[src/rtl/alu_io_pkg.sv]
// Shared definitions for the board I/O path in front of the ALU:
// button indices, the default operand width and small helpers.
package alu_io_pkg;

  localparam int ALU_N_SWITCH = 6;
  localparam int N_BTN        = 3;

  localparam int BTN_A  = 2;
  localparam int BTN_B  = 1;
  localparam int BTN_OP = 0;

  typedef logic [N_BTN-1:0] btn_vec_t;

  // Loaded-flag pattern after an A press restarts a complete operand set
  localparam btn_vec_t LOADED_RESTART = btn_vec_t'(1) << BTN_A;

  function automatic logic [1:0] count_ones(input btn_vec_t v);
    return {1'b0, v[0]} + {1'b0, v[1]} + {1'b0, v[2]};
  endfunction

endpackage

[src/rtl/button_debouncer.sv]
// One push-button: 2-flop synchroniser, counter debouncer holding a stable
// level, and a registered one-cycle strobe on each accepted rising edge.
module button_debouncer #(
  parameter int DEBOUNCE_CYCLES = 4,
  parameter int CNT_W           = $clog2(DEBOUNCE_CYCLES + 1)
) (
  input  logic clock,
  input  logic reset_n,
  input  logic raw,
  output logic press
);

  localparam logic [CNT_W-1:0] CNT_LAST = CNT_W'(DEBOUNCE_CYCLES - 1);

  logic [1:0]       sync_q;
  logic             stable;
  logic [CNT_W-1:0] cnt;
  logic             sync;

  assign sync = sync_q[1];

  // press is raised at the same edge that flips stable high, so it is a
  // registered strobe covering the first cycle of the new stable level.
  always_ff @(posedge clock or negedge reset_n) begin
    if (!reset_n) begin
      sync_q <= '0;
      stable <= 1'b0;
      cnt    <= '0;
      press  <= 1'b0;
    end else begin
      sync_q <= {sync_q[0], raw};
      press  <= 1'b0;
      if (sync == stable) begin
        cnt <= '0;
      end else if (cnt == CNT_LAST) begin
        stable <= sync;
        cnt    <= '0;
        press  <= sync;
      end else begin
        cnt <= cnt + CNT_W'(1);
      end
    end
  end

endmodule

[src/rtl/alu_operand_loader.sv]
// Operand/opcode capture front-end: debounced button presses load the switch
// bank into A, B or Op, with sticky loaded flags and a registered ready.
module alu_operand_loader
  import alu_io_pkg::*;
#(
  parameter  int N_SWITCH        = ALU_N_SWITCH,
  parameter  int DEBOUNCE_CYCLES = 4,
  localparam int CNT_W           = $clog2(DEBOUNCE_CYCLES + 1)
) (
  input  logic                clock,
  input  logic                reset_n,
  input  logic [N_SWITCH-1:0] switches,
  input  logic [2:0]          buttons,
  output logic [N_SWITCH-1:0] data_a,
  output logic [N_SWITCH-1:0] data_b,
  output logic [N_SWITCH-1:0] op,
  output logic [2:0]          loaded,
  output logic                ready,
  output logic [2:0]          load_pulse,
  output logic                conflict
);

  btn_vec_t   press;
  btn_vec_t   loaded_next;
  logic [1:0] n_press;
  logic       single;

  for (genvar i = 0; i < N_BTN; i++) begin : gen_btn
    button_debouncer #(
      .DEBOUNCE_CYCLES(DEBOUNCE_CYCLES),
      .CNT_W          (CNT_W)
    ) u_debouncer (
      .clock  (clock),
      .reset_n(reset_n),
      .raw    (buttons[i]),
      .press  (press[i])
    );
  end

  always_comb begin
    n_press     = count_ones(press);
    single      = (n_press == 2'd1);
    conflict    = (n_press > 2'd1);
    load_pulse  = single ? press : '0;
    loaded_next = loaded;
    if (single) begin
      if (press[BTN_A] && ready) loaded_next = LOADED_RESTART;
      else                       loaded_next = loaded | press;
    end
  end

  always_ff @(posedge clock or negedge reset_n) begin
    if (!reset_n) begin
      data_a <= '0;
      data_b <= '0;
      op     <= '0;
      loaded <= '0;
      ready  <= 1'b0;
    end else begin
      if (single) begin
        if (press[BTN_A])  data_a <= switches;
        if (press[BTN_B])  data_b <= switches;
        if (press[BTN_OP]) op     <= switches;
      end
      loaded <= loaded_next;
      ready  <= &loaded_next;
    end
  end

endmodule
[config.mk]
export PLATFORM = sky130hd
export DESIGN_NAME = alu_operand_loader
export DESIGN_NICKNAME = d
export VERILOG_FILES = /design/src/rtl/alu_io_pkg.sv /design/src/rtl/button_debouncer.sv /design/src/rtl/alu_operand_loader.sv
export SDC_FILE = /design/constraint.sdc
export NUM_CORES = 1
export LEC_CHECK = 0
export CORE_ASPECT_RATIO = 0.8
export CORE_MARGIN = 2
export CORE_UTILIZATION = 30
export CTS_BUF_LIST = sky130_fd_sc_hd__clkbuf_2 sky130_fd_sc_hd__clkbuf_4 sky130_fd_sc_hd__clkbuf_8
export CTS_CLUSTER_SIZE = 8
export DETAILED_ROUTE_END_ITERATION = 6
export GPL_TIMING_DRIVEN = 0
export MAX_ROUTING_LAYER = met4
export PLACE_DENSITY = 0.51
export RECOVER_POWER = 25
export SLEW_MARGIN = 20
export SYNTH_ARGS = -nofsm -noshare
export SYNTH_HDL_FRONTEND = slang
export SYNTH_SLANG_ARGS = --single-unit
[constraint.sdc]
create_clock -name clock -period 4.58 [get_ports clock]
set_clock_uncertainty 0.15 [all_clocks]
set_input_delay 0.916 -clock clock [delete_from_list [all_inputs] [get_ports clock]]
set_output_delay 0.916 -clock clock [all_outputs]
set_load 0.05 [all_outputs]
==> results.json, run 1 <==
{
  "tightest_slew_ns": 1.32,
  "area_growth_from_synthesis_to_layout_pct": 33.8,
  "gp_congestion": 0.713,
  "reg2regPathDepth": 5,
  "clock_latency_on_the_worst_skew_pair_ns": 0.29,
  "avgSynthCellArea_sq_um": 15.4,
  "first_pass_iters": 3,
  "drv_slew": 0,
  "end_kind": "output port",
  "timing.setup.critical_path_class": "flip-flop to output port",
  "top_library_cells_by_usage_in_the_layout_fill_and_taps_aside": "dfrtp_1, clkdlybuf4s50_1, mux2_2",
  "run_status": "finished, final reports clean",
  "finish.utilization_pct": 42.6,
  "drive_above_1_share_pct": 24.7,
  "critPathLaunchType": "flip-flop",
  "critical_path.reg2reg.startpoint": "gen_btn[1].u_debouncer.press",
  "clockBufferDepth": 2,
  "cts_hold_buffers": 0,
  "floorplan.die_area_sq_um": 6010,
  "die_h_um": 69.7,
  "synth_sequential_area_ratio_pct": 66.4,
  "timing.critical_path.required_ns": 3.51,
  "fin_nets": 164,
  "holdWs_ns": 0.204,
  "portBuffers": 36,
  "crit_chain": "inv_1, fa_1, and2b_2, nand2_2, inv_1, clkdlybuf4s50_1",
  "standard_cell_core_area_sq_um": 5090,
  "grt_setup_unrepaired": "false",
  "worst-r2r-setup-slack_ns": 2.54,
  "netlist_instances": 105,
  "cts.sinks": 43,
  "drv_cap": 0,
  "antenna_cells": 0,
  "cp_max_fo": 7,
  "track_usage_pct": 11.1,
  "drc": 0,
  "dpl_cell_area_sq_um": 2080,
  "clock_pin_transition_on_the_worst_setup_and_hold_timing_paths_ns": 0.08,
  "crit_path_frequent_cell": "inv_1",
  "min_delay_worst_endpoint": "gen_btn[0].u_debouncer.sync_q[1]",
  "vias_per_cell": 4.40,
  "wirelength_um": 2860,
  "finalSetupTns_ns": 0,
  "synth.cell_area_sq_um": 1620,
  "route.vias.total": 933,
  "initial_antenna_violation_count": 0,
  "critical-path-top-delay-family": "buffers and inverters",
  "period_share_pct": 77.7,
  "post_cts_buffers": 0,
  "synth_warnings": 0,
  "die-width_um": 86.2,
  "grt_pass1_wl_um": 4890,
  "detail_route.iter0.violations": 32,
  "worst_path_max_delay_cell": "clkdlybuf4s50_1",
  "clockRootBuffer": "clkbuf_8",
  "worst_min_path_class": "flip-flop to flip-flop",
  "final_common_cell": "dfrtp_1",
  "synth_seq_cells": 43,
  "power.leakage_nw": 1.01,
  "tritoncts": "yes",
  "power.density_nw_per_um2": 531,
  "crit_start": "gen_btn[1].u_debouncer.press",
  "min_from": "gen_btn[0].u_debouncer.sync_q[0]",
  "first_global_vias": 1025,
  "initial_core_util_pct": 31.8,
  "r2r_end": "data_b[1]",
  "synth.net_count": 120,
  "vdd.ir_drop.worst_uv": 189,
  "postRouteAntennaNets": 0,
  "final_area_sq_um": 2170,
  "post_drt_wl_per_cell_um": 13.5,
  "design.portCount": 37,
  "count_of_different_cell_masters_after_synthesis": 19,
  "critical_path_buf_inv_count": 3,
  "final.min_clock_period_ns": 3.56,
  "timing.max_slew.rel_slack_pct": 12.2,
  "setup-violations-final": 0,
  "final_hold_viol_count": 0,
  "pin_count_of_the_biggest_net_entering_global_routing": 23,
  "number_of_levels_the_h_tree_was_split_into": 2,
  "worst_hold_path.num_cells": 0,
  "fmax_ghz": 0.281,
  "cts_inserted_buffers": 5,
  "floorplan.rows": 23,
  "grt_overflow_total": 0,
  "crit_path_max_incr_delay_ns": 0.79,
  "crit_arrival_ns": 2.49,
  "cts-resized-gates": 0
}
==> cell families (layout without fill, tap and decap cells) <==
family / count (synthesis) / count (layout) / synth area share (%)
multiplexers: 21 / 21 / 14.6
AO/OA/AOI/OAI: 4 / 4 / 1.85
XOR/XNOR: 3 / 3 / 1.62
adder cells (fa/ha/maj): 4 / 4 / 3.55
buffers and inverters: 9 / 54 / 3.01
AND/OR/NAND/NOR: 21 / 21 / 8.96
flip-flops: 43 / 43 / 66.4
==> metrics by stage <==
step	setup WS [ns]	total power, W	cells
floorplan	1.98	0.000783	105
global placement	1.33	0.000909	203
detailed placement	1.32	0.000927	204
CTS	0.995	0.00117	212
global route	0.879	0.00122	212
finish	1.02	0.00115	212
==> state kept, by name, indices dropped and copies added, names as in the netlist <==
signal and cells:
op 6, ready 1, gen_btn.u_debouncer.sync_q 6, gen_btn.u_debouncer.cnt 9
data_b 6, gen_btn.u_debouncer.stable 3, loaded 3, gen_btn.u_debouncer.press 3
data_a 6
==> cell usage after synthesis <==
master	count	area, sq um
nor2b_1	4	25.0
xnor2_1	3	26.3
a2111oi_2	1	15.0
buf_6	2	22.5
and3b_1	3	26.3
and3b_2	1	10.0
fa_1	1	20.0
nor2_2	1	6.26
inv_1	7	26.3
nand2b_1	1	6.26
nor3_1	3	15.0
ha_1	3	37.5
nor2_1	1	3.75
dfrtp_1	43	1080
and2b_2	1	8.76
mux2_2	21	236
nor3b_1	5	37.5
a21oi_1	3	15.0
nand2_2	1	6.26
==> worst register-to-register path: stages, from the launching register on <==
cell     delay, ns
dfrtp_1       0.39
inv_1         0.07
fa_1          0.53
and2b_2       0.24
nand2_2       0.19
mux2_2        0.36
==> power by group <==
group | leakage (nW) | switching, W | internal [W]
Sequential | 0.558 | 0.0000459 | 0.000463
Clock | 0.0491 | 0.000119 | 0.000119
Combinational | 0.402 | 0.000244 | 0.000161
==> how the worst max path moves through the flow <==
stage	endpoint	depth (start not counted)
after floorplan	load_pulse[1]	5
after global placement	load_pulse[1]	6
after detailed placement	load_pulse[1]	6
after CTS	load_pulse[1]	6
after global routing	load_pulse[1]	6
final	load_pulse[1]	6
==> per-layer routing <==
layer  vias to the layer above  routed length (um)  track usage, %
li1                        438                   -               -
met2                        32                1240            16.0
met1                       455                1380            14.1
met3                         8                 185            3.81
met5                         -                   0               -
met4                         0                  55            4.76
==> cell type report <==
class,count,area [sq um]
clock inverters,1,5.00
clock buffers,7,83.8
plain buffers,2,22.5
inverters,7,26.3
multi-input cells,53,495
well taps,62,77.6
flip-flops and latches,43,1080
fillers,458,2930
repair buffers,37,382
No activity file was read; power rests on OpenSTA's default activity.
==> run 2, diff against run 1 <==
Clock period 4.58 ns to 3.4 ns, I/O delays scaled along.
==> run 2 against run 1 <==
  * Clock power increased by 35%
  * Critical path depth decreased by 1
  * Final area increased by 0.23%
  * Total power increased by 35%
  * Register-to-register slack got worse by 1.2 ns
  * Sequential share of layout area decreased by 0.11 points
  * Core utilization increased by 0.098 points
  * Sequential power increased by 35%
  * Die area unchanged
  * Global-route usage unchanged
  * Clock-buffer cell count unchanged
  * Final cell count unchanged
  * Critical path type unchanged
  * Highest routed layer unchanged
==> results.json, run 2 (synthesis results as in run 1) <==
{
  "initial_core_util_pct": 31.8,
  "largest_reg_flops": 9,
  "timing.max_slew.rel_slack_pct": 12.2,
  "power.sequential.fraction_pct": 44.2,
  "run_status": "finished, final reports clean",
  "netSwitchingFraction_pct": 35.5,
  "track_usage_pct": 11.1,
  "crit_path_max_incr_delay_ns": 0.81,
  "die-width_um": 86.2,
  "grt_setup_unrepaired": "false",
  "route.vias.total": 933,
  "end_kind": "output port",
  "floorplan.die_area_sq_um": 6010,
  "detail_route.iter0.violations": 32,
  "gp_congestion": 0.713,
  "first_pass_iters": 3,
  "clockBufferDepth": 2,
  "vdd.ir_drop.worst_uv": 254,
  "critPathLaunchType": "flip-flop",
  "timing.setup.critical_path_class": "flip-flop to output port",
  "combinationalPowerShare_pct": 35.1,
  "cp_max_fo": 8,
  "finalSetupTns_ns": 0,
  "wirelength_um": 2870,
  "floorplan.rows": 23,
  "tritoncts": "yes",
  "worst_path_max_delay_cell": "clkdlybuf4s50_1",
  "die_h_um": 69.7,
  "final_common_cell": "dfrtp_1",
  "drv_slew": 0,
  "power.density_nw_per_um2": 713,
  "top_library_cells_by_usage_in_the_layout_fill_and_taps_aside": "dfrtp_1, clkdlybuf4s50_1, mux2_2",
  "post_cts_buffers": 0,
  "post_drt_wl_per_cell_um": 13.5,
  "final_hold_viol_count": 0,
  "registers.top_by_ff_count": "gen_btn.u_debouncer.cnt",
  "crit_chain": "inv_1, fa_1, and3b_1, buf_6, clkdlybuf4s50_1",
  "vias_per_cell": 4.40,
  "drive_above_1_share_pct": 24.7,
  "crit_start": "gen_btn[1].u_debouncer.press",
  "setup-violations-final": 0,
  "area_growth_from_synthesis_to_layout_pct": 34.1,
  "min_from": "gen_btn[0].u_debouncer.sync_q[0]",
  "grt_pass1_wl_um": 4890,
  "fmax_ghz": 0.308,
  "worst_min_path_class": "flip-flop to flip-flop",
  "postRouteAntennaNets": 0,
  "power_switching_w": 0.000550,
  "power_w": 0.00155,
  "timing.critical_path.required_ns": 2.57,
  "clockRootBuffer": "clkbuf_8",
  "tightest_slew_ns": 1.32,
  "number_of_levels_the_h_tree_was_split_into": 2,
  "drc": 0,
  "power_frac_clock_pct": 20.7,
  "cell_internal_pwr_w": 0.000999,
  "drv_cap": 0,
  "clock_pin_transition_on_the_worst_setup_and_hold_timing_paths_ns": 0.08,
  "cts_inserted_buffers": 5,
  "critical_path.reg2reg.startpoint": "gen_btn[1].u_debouncer.press",
  "crit_arrival_ns": 2.42,
  "fin_nets": 164,
  "grt_overflow_total": 0,
  "final.min_clock_period_ns": 3.25,
  "cts.sinks": 43,
  "post-place-ws_ns": 0.378,
  "finalWorstSetupSlack_ns": 0.149,
  "period_share_pct": 95.6,
  "initial_antenna_violation_count": 0,
  "antenna_cells": 0,
  "first_global_vias": 1025,
  "standard_cell_core_area_sq_um": 5090,
  "design.portCount": 37,
  "power.leakage_nw": 1.05,
  "portBuffers": 36,
  "pin_count_of_the_biggest_net_entering_global_routing": 23,
  "clock_latency_on_the_worst_skew_pair_ns": 0.29
}
## run 2: timing repair
action | 4_1_cts | 5_1_grt
resized for setup | 0 | 2
endpoints found under the hold margin | 0 | 0
hold buffers | 0 | 0
endpoints found under the setup margin | 0 | 2
## run 2: worst paths after layout
| check | endpoint | slack (ns) | cells past startpoint |
|---|---|---|---|
| min reg2reg | gen_btn[0].u_debouncer.sync_q[1] | 0.20 | 0 |
| max reg2reg | data_b[1] | 1.36 | 5 |
| max | load_pulse[0] | 0.15 | 5 |
| max in group asynchronous | gen_btn[2].u_debouncer.cnt[1] | 1.80 | 1 |
| min | gen_btn[0].u_debouncer.sync_q[1] | 0.20 | 0 |
| min in group asynchronous | op[5] | 0.51 | 1 |
## run 2: cell type report
type | count | area, sq um
fill | 458 | 2920
sequential | 43 | 1080
multi-input combinational | 53 | 495
timing repair buffer | 37 | 387
clock buffer | 7 | 83.8
tap | 62 | 77.6
inverter | 7 | 26.3
buffer | 2 | 22.5
clock inverter | 1 | 5.00
## run 2: critical path: cells and delay by family (launching register included)
family | cells | cell delay (ns)
fa+ha+maj | 1 | 0.48
buf+inv | 3 | 1.03
flops | 1 | 0.39
simple gates | 1 | 0.24
## run 2: metrics by stage
step	instances	util (%)	area, sq um	hold slack, ns
finish	212	42.7	2170	0.204
global route	212	42.7	2170	0.221
CTS	212	42.6	2170	0.207
detailed placement	204	40.8	2080	0.191
global placement	203	40.4	2060	0.184
floorplan	105	-	1620	0.181
## run 2: routing by layer
metal,vias to the layer above,global-route usage [%],part of all wire (%)
met5,-,-,0
met4,0,4.76,1.9
met3,8,3.81,6.6
met2,32,16.0,43
met1,455,14.1,48
li1,438,-,-
## run 2: power by group through the flow
stage               combinational, W  clock, W  sequential [W]
finish                      0.000544  0.000321        0.000685
global route                0.000584  0.000357        0.000700
CTS                         0.000553  0.000330        0.000687
floorplan                   0.000160         0        0.000895
global placement            0.000536         0        0.000689
detailed placement          0.000551         0        0.000698
==> run 3, diff against run 2 <==
Settings changed: SETUP_SLACK_MARGIN set to 0.5.
==> run 3 against run 2 <==
  * Fmax up 16%
  * Sequential power about the same
  * Register-to-register slack about the same
  * Global-route usage unchanged
  * Worst setup slack better by 0.45 ns
  * First-iteration DRC count up 16%
  * Core utilization down 0.32 points
  * Final cell count unchanged
==> results.json, run 3 (synthesis results as in run 1) <==
{
  "run_status": "finished, final reports clean",
  "seq_area_sq_um": 1080,
  "grt_busiest_layer": "met2",
  "die_h_um": 69.7,
  "finalSetupTns_ns": 0,
  "detail_route.iter0.violations": 37,
  "crit_arrival_ns": 1.97,
  "clockBufferDepth": 2,
  "post_drt_wl_per_cell_um": 13.6,
  "final_hold_viol_count": 0,
  "fin_nets": 164,
  "fmax_ghz": 0.357,
  "antenna_cells": 0,
  "first_pass_iters": 3,
  "vias_per_cell": 4.42,
  "post-place-ws_ns": 0.378,
  "timing.max_slew.rel_slack_pct": 12.3,
  "vdd.ir_drop.worst_uv": 254,
  "design.portCount": 37,
  "clockRootBuffer": "clkbuf_8",
  "area_growth_from_synthesis_to_layout_pct": 33.1,
  "cts.sinks": 43,
  "cp_max_fo": 10,
  "initial_antenna_violation_count": 0,
  "fraction_of_met3_tracks_used_by_global_routing_pct": 3.81,
  "number_of_levels_the_h_tree_was_split_into": 2,
  "globalRouteMet2Util_pct": 16.0,
  "setup-violations-final": 0,
  "tightest_slew_ns": 1.32,
  "portBuffers": 36,
  "route.vias.total": 937,
  "initial_core_util_pct": 31.8,
  "drv_cap": 0,
  "drive_above_1_share_pct": 26.7,
  "timing.setup.critical_path_class": "flip-flop to output port",
  "standard_cell_core_area_sq_um": 5090,
  "num-fill-cells": 463,
  "multi_input_area_sq_um": 500,
  "power.leakage_nw": 1.04,
  "timing.critical_path.required_ns": 2.57,
  "drc": 0,
  "tritoncts": "yes",
  "first_global_vias": 1025,
  "cts_hold_buffers": 0,
  "postRouteAntennaNets": 0,
  "cts_inserted_buffers": 5,
  "floorplan.rows": 23,
  "period_share_pct": 82.4,
  "pin_count_of_the_biggest_net_entering_global_routing": 23,
  "die-width_um": 86.2,
  "drv_slew": 0,
  "grt_overflow_total": 0,
  "wirelength_um": 2880,
  "final.min_clock_period_ns": 2.80,
  "finish.utilization_pct": 42.3,
  "final_common_cell": "dfrtp_1",
  "clock_pin_transition_on_the_worst_setup_and_hold_timing_paths_ns": 0.08,
  "top_library_cells_by_usage_in_the_layout_fill_and_taps_aside": "dfrtp_1, clkdlybuf4s50_1, mux2_2",
  "grt_setup_unrepaired": "false",
  "clock_latency_on_the_worst_skew_pair_ns": 0.28,
  "power.density_nw_per_um2": 718,
  "largest_reg_flops": 9,
  "grt_pass1_wl_um": 4890,
  "post_cts_buffers": 0,
  "gp_congestion": 0.713,
  "critPathLaunchType": "flip-flop",
  "floorplan.die_area_sq_um": 6010,
  "worst_min_path_class": "flip-flop to flip-flop",
  "end_kind": "output port",
  "worst-r2r-setup-slack_ns": 1.37,
  "groute.layer.met1.usage_pct": 14.1,
  "track_usage_pct": 11.1,
  "finalWorstSetupSlack_ns": 0.599,
  "registers.top_by_ff_count": "gen_btn.u_debouncer.cnt"
}
## run 3: layout make-up
| cell class | count | area share [%] |
|---|---|---|
| Sequential cell | 43 | 49.9 |
| Multi-Input combinational cell | 53 | 23.2 |
| Timing Repair Buffer | 37 | 16.9 |
| Clock buffer | 7 | 3.89 |
| Tap cell | 62 | 3.60 |
| Inverter | 7 | 1.22 |
| Buffer | 2 | 1.04 |
| Clock inverter | 1 | 0.232 |
## run 3: timing repair
item,CTS,global route
setup endpoints to repair,4,3
endpoints found under the hold margin,0,0
cloned,0,0
gates resized for setup,10,7
## run 3: power by group
group / total [W] / switching [W] / leakage (nW) / internal, W
combinational: 0.000546 / 0.000330 / 0.429 / 0.000216
clock: 0.000317 / 0.000157 / 0.0491 / 0.000160
sequential: 0.000685 / 0.0000622 / 0.558 / 0.000623
## run 3: path summary, 6_finish.rpt
kind	start	to	cells past startpoint
worst max-delay path	gen_btn[1].u_debouncer.press	load_pulse[2]	5
worst min-delay path	gen_btn[0].u_debouncer.sync_q[0]	gen_btn[0].u_debouncer.sync_q[1]	0
worst max register to register	gen_btn[1].u_debouncer.press	data_b[1]	5
worst min register to register	gen_btn[0].u_debouncer.sync_q[0]	gen_btn[0].u_debouncer.sync_q[1]	0
max in group asynchronous	reset_n	gen_btn[2].u_debouncer.cnt[1]	1
min in group asynchronous	reset_n	op[5]	1
## run 3: layer usage
layer  vias up  share of wire [%]
met2        32                 44
met5         -                  0
met1       458                 48
li1        439                  -
met3         8                6.6
met4         0                1.9
## run 3: through the flow
step / cells / hold WS [ns] / instance area, sq um / power, W
final: 212 / 0.204 / 2160 / 0.00155
after global routing: 212 / 0.221 / 2160 / 0.00164
after CTS: 212 / 0.207 / 2170 / 0.00157
after detailed placement: 204 / 0.191 / 2080 / 0.00125
after global placement: 203 / 0.184 / 2060 / 0.00123
after floorplan: 105 / 0.181 / 1620 / 0.00106
## run 3: critical path, stage by stage, from the launching register on
cell and delay (ns):
dfrtp_1 0.42, inv_1 0.08, fa_1 0.48, and3b_2 0.28, buf_6 0.15, buf_2 0.27
